## src/rtl/tdm_demux2_pkg.sv

```systemverilog
// tdm_demux2_pkg: state encodings and default sample width for the 1:2 TDM demultiplexer.
package tdm_demux2_pkg;

    typedef enum logic [1:0] {
        UNLOCKED = 2'd0,
        SLOT1    = 2'd1,
        SLOT2    = 2'd2
    } state_t;

    localparam int DEFAULT_WIDTH = 1;

endpackage

```

## src/rtl/tdm_demux2.sv

```systemverilog
// tdm_demux2: registered 1:2 time-division demultiplexer with sync-based frame alignment.
module tdm_demux2
    import tdm_demux2_pkg::*;
#(
    parameter int WIDTH = DEFAULT_WIDTH
) (
    input  logic             sys_clk,
    input  logic             sys_rst_n,
    input  logic [WIDTH-1:0] in,
    input  logic             in_valid,
    input  logic             in_sync,
    output logic [WIDTH-1:0] out1,
    output logic [WIDTH-1:0] out2,
    output logic             out1_valid,
    output logic             out2_valid,
    output logic             pair_valid,
    output logic             locked,
    output logic             sync_err
);

    state_t           state, state_d;
    logic [WIDTH-1:0] out1_d, out2_d;
    logic             out1_valid_d, out2_valid_d, pair_valid_d, sync_err_d;

    always_comb begin
        state_d      = state;
        out1_d       = out1;
        out2_d       = out2;
        out1_valid_d = 1'b0;
        out2_valid_d = 1'b0;
        pair_valid_d = 1'b0;
        sync_err_d   = 1'b0;
        case (state)
            UNLOCKED: if (in_valid && in_sync) begin
                out1_d       = in;
                out1_valid_d = 1'b1;
                state_d      = SLOT2;
            end
            SLOT1: if (in_valid) begin
                out1_d       = in;
                out1_valid_d = 1'b1;
                state_d      = SLOT2;
            end
            // A sync on a ch2 slot restarts the pair with this sample as ch1.
            SLOT2: if (in_valid) begin
                if (in_sync) begin
                    out1_d       = in;
                    out1_valid_d = 1'b1;
                    sync_err_d   = 1'b1;
                end else begin
                    out2_d       = in;
                    out2_valid_d = 1'b1;
                    pair_valid_d = 1'b1;
                    state_d      = SLOT1;
                end
            end
            default: state_d = UNLOCKED;
        endcase
    end

    always_ff @(posedge sys_clk or negedge sys_rst_n) begin
        if (!sys_rst_n) begin
            state      <= UNLOCKED;
            out1       <= '0;
            out2       <= '0;
            out1_valid <= 1'b0;
            out2_valid <= 1'b0;
            pair_valid <= 1'b0;
            sync_err   <= 1'b0;
            locked     <= 1'b0;
        end else begin
            state      <= state_d;
            out1       <= out1_d;
            out2       <= out2_d;
            out1_valid <= out1_valid_d;
            out2_valid <= out2_valid_d;
            pair_valid <= pair_valid_d;
            sync_err   <= sync_err_d;
            locked     <= (state_d != UNLOCKED);
        end
    end

endmodule

```

## config.mk

```make
export PLATFORM = sky130hd
export DESIGN_NAME = tdm_demux2
export DESIGN_NICKNAME = d
export VERILOG_FILES = /design/src/rtl/tdm_demux2_pkg.sv /design/src/rtl/tdm_demux2.sv
export SDC_FILE = /design/constraint.sdc
export NUM_CORES = 1
export LEC_CHECK = 0
export CORE_AREA = 3 3 40 42
export DETAILED_ROUTE_END_ITERATION = 8
export DIE_AREA = 0 0 43 45
export PLACE_DENSITY = 0.52
export SETUP_SLACK_MARGIN = 0.02
export SYNTH_ARGS = -nofsm -noshare
export SYNTH_HDL_FRONTEND = slang
export SYNTH_SLANG_ARGS = --single-unit
```

## constraint.sdc

```tcl
create_clock -name sys_clk -period 1.5 [get_ports sys_clk]
set_clock_uncertainty 0.05 [all_clocks]
set_input_delay 0.3 -clock sys_clk [delete_from_list [all_inputs] [get_ports sys_clk]]
set_output_delay 0.3 -clock sys_clk [all_outputs]
set_load 0.01 [all_outputs]
```

==> impl_metrics.py <==
metrics = {
    "status": {
        "status": "completed",
    },
    "layout": {
        "syn_to_final_growth_pct": 51.3,
        "layout.nets": 44,
        "drive_gt1_share_pct": 32.4,
        "fin_cells": 52,
        "final_area_um2": 494,
        "utilization_pct": 38.5,
        "n_antenna_cell": 0,
    },
    "hold_path": {
        "worstHoldPathType": "primary input to async pin",
    },
    "timing": {
        "rsz0062_at_grt": "false",
        "setup_viol": 0,
        "fin_crit_sh_pct": 95.3,
        "fin_crit_ns": 1.43,
        "fmax_ghz": 0.700,
        "maxSlewHeadroom_pct": 77.1,
        "drv_slew": 0,
        "worst_slew_pin_slew_ns": 0.343,
        "final-hold-violation-count": 0,
    },
    "logic_synthesis": {
        "seq_area_frac_synth_pct": 61.3,
        "synthCells": 22,
        "synth_cell_types": 12,
        "synth_area_um2": 327,
        "syn_area_per_cell_um2": 14.8,
        "syn-num-nets": 27,
        "yosysWarnings": 0,
        "ys_seq_elements": 8,
    },
    "critical_path": {
        "end_kind": "primary output",
        "startpoint_type": "flip-flop",
        "critPathBufInv": 1,
        "max_stage_delay_ns": 0.53,
        "cp_max_fo": 1,
        "crit_type": "flip-flop to primary output",
        "cp_cell_sequence": "clkdlybuf4s50_1",
        "cp_data_required_time_ns": 1.15,
        "crit_family": "buffers and inverters",
        "slowest_stage": "clkdlybuf4s50_1",
        "cp.arrival_ns": 1.08,
    },
    "clock_tree": {
        "clk-insertion-delay-late_ns": 0.24,
        "cts_buffer_depth": 2,
        "cts_made_buffers": 3,
        "postCtsSetupRepairBufs": 0,
        "cts_root_buf": "clkbuf_4",
        "htree_num_levels": 1,
        "path_clk_slew_ns": 0.05,
        "cts_num_sinks": 8,
        "ctsHoldBuffers": 0,
        "cts_tree": "done",
    },
    "route": {
        "drc_errors": 0,
        "first_iter_violations": 0,
        "wl_um": 539,
        "dr_total_vias": 223,
        "ant_nets": 0,
        "viasPerCell": 4.29,
        "wire_per_inst_um": 10.4,
        "drtPass1Iterations": 1,
    },
    "global_route": {
        "grt_overflow": 0,
        "track_usage_pct": 7.80,
        "grt_pass1_wl_um": 1020,
        "antenna_found_initial": 0,
        "grt_max_degree": 9,
        "grt_pass1_vias": 228,
    },
    "floorplan": {
        "rows": 13,
        "coreArea_um2": 1280,
        "start_util_pct": 25.4,
        "die_width_um": 43,
        "die_h_um": 45,
        "die_area_um2": 1940,
        "pin_count": 12,
    },
    "power": {
        "vdd_drop_max_uv": 553,
        "p_leak_nw": 0.272,
        "p_per_area_nw_per_um2": 1180,
    },
    "place": {
        "dp_hpwl_um": 442,
        "place_inst": 49,
        "placed_area_um2": 463,
        "io_buffers": 11,
        "gp_routability_congestion": 0.664,
    },
    "flow_run": {
        "maxCapViolations": 0,
    },
}
final cells by class:
type / instances / area (um^2)
multi-input combinational: 13 / 119
sequential: 8 / 200
timing repair buffer: 13 / 134
tap: 15 / 18.8
fill: 126 / 791
clock buffer: 3 / 22.5
cells by family after synthesis:
group / after synthesis / share of synthesized area (%)
AO/OA/AOI/OAI: 5 / 12.3
buffers and inverters: 1 / 2.30
flip-flops: 8 / 61.3
multiplexers: 2 / 9.20
AND/OR/NAND/NOR: 6 / 14.9
per-layer routing:
metal,track usage (%),share of wire (%),up-vias
met5,0,0,-
met4,7.23,0,0
met3,3.98,12,0
met2,10.2,45,10
met1,9.11,43,104
li1,-,-,109
synthesized netlist by cell type, drive strengths merged:
library cell,instances,area (um^2)
a21boi,1,11.3
and4b,1,11.3
a21o,1,8.76
buf,1,7.51
nand2b,2,12.5
and2,1,8.76
nor3b,1,12.5
a211oi,2,15.0
mux2,2,30.0
dfrtp,8,200
a21oi,1,5.00
nor2,1,3.75
per-stage QoR:
stage / power (mW) / hold slack, ns / setup TNS (ns) / setup slack, ns
after floorplan: 0.356 / -0.0456 / 0 / 0.246
after global placement: 0.444 / 0.446 / -0.246 / -0.127
after global routing: 0.632 / 0.299 / 0 / 0.0202
after detailed placement: 0.447 / 0.449 / -0.280 / -0.131
final: 0.582 / 0.279 / 0 / 0.0705
after CTS: 0.601 / 0.291 / 0 / 0.0235
final timing paths:
| kind | cells past startpoint | slack [ns] | from | end |
|---|---|---|---|---|
| worst min-delay path | 1 | 0.28 | sys_rst_n | out1$_DFFE_PN0P_ |
| worst max-delay path | 1 | 0.07 | sync_err$_DFF_PN0_ | sync_err |
| worst min register to register | 1 | 0.45 | out2$_DFFE_PN0P_ | out2$_DFFE_PN0P_ |
| worst max register to register | 3 | 0.18 | state[0]$_DFF_PN0_ | out2$_DFFE_PN0P_ |
| min in group sys_clk | 1 | 0.45 | out2$_DFFE_PN0P_ | out2$_DFFE_PN0P_ |
| max in group asynchronous | 1 | 0.87 | sys_rst_n | state[1]$_DFF_PN0_ |
flip-flops by register name (all words and copies together), names as in the netlist:
| register | flops |
|---|---|
| out1_valid | 1 |
| state | 2 |
| out2 | 1 |
| pair_valid | 1 |
| locked | 1 |
| out1 | 1 |
| sync_err | 1 |
repair_timing:
| action | in CTS | in global routing |
|---|---|---|
| pin swaps | 0 | 0 |
| gates resized for setup | 1 | 4 |
| setup endpoints to repair | 1 | 4 |
where the power goes:
part           switching [mW]  internal [mW]
Combinational          0.0531         0.0988
Sequential             0.0253          0.254
Clock                  0.0605         0.0907
layout by cell type (no fill, tap or decap):
cell	netlist	final
buf_4	1	2
and2_4	1	1
mux2_4	2	2
dlygate4sd2_1	0	1
a21oi_1	1	1
a211oi_1	2	2
nand2b_1	2	2
a21boi_2	1	1
clkbuf_4	0	3
dlymetal6s2s_1	0	4
clkdlybuf4s50_1	0	6
dfrtp_1	8	8
a21o_2	1	1
nor3b_2	1	1
and4b_2	1	1
nor2_1	1	1
Note: power is estimated with default switching activity, not from simulation.
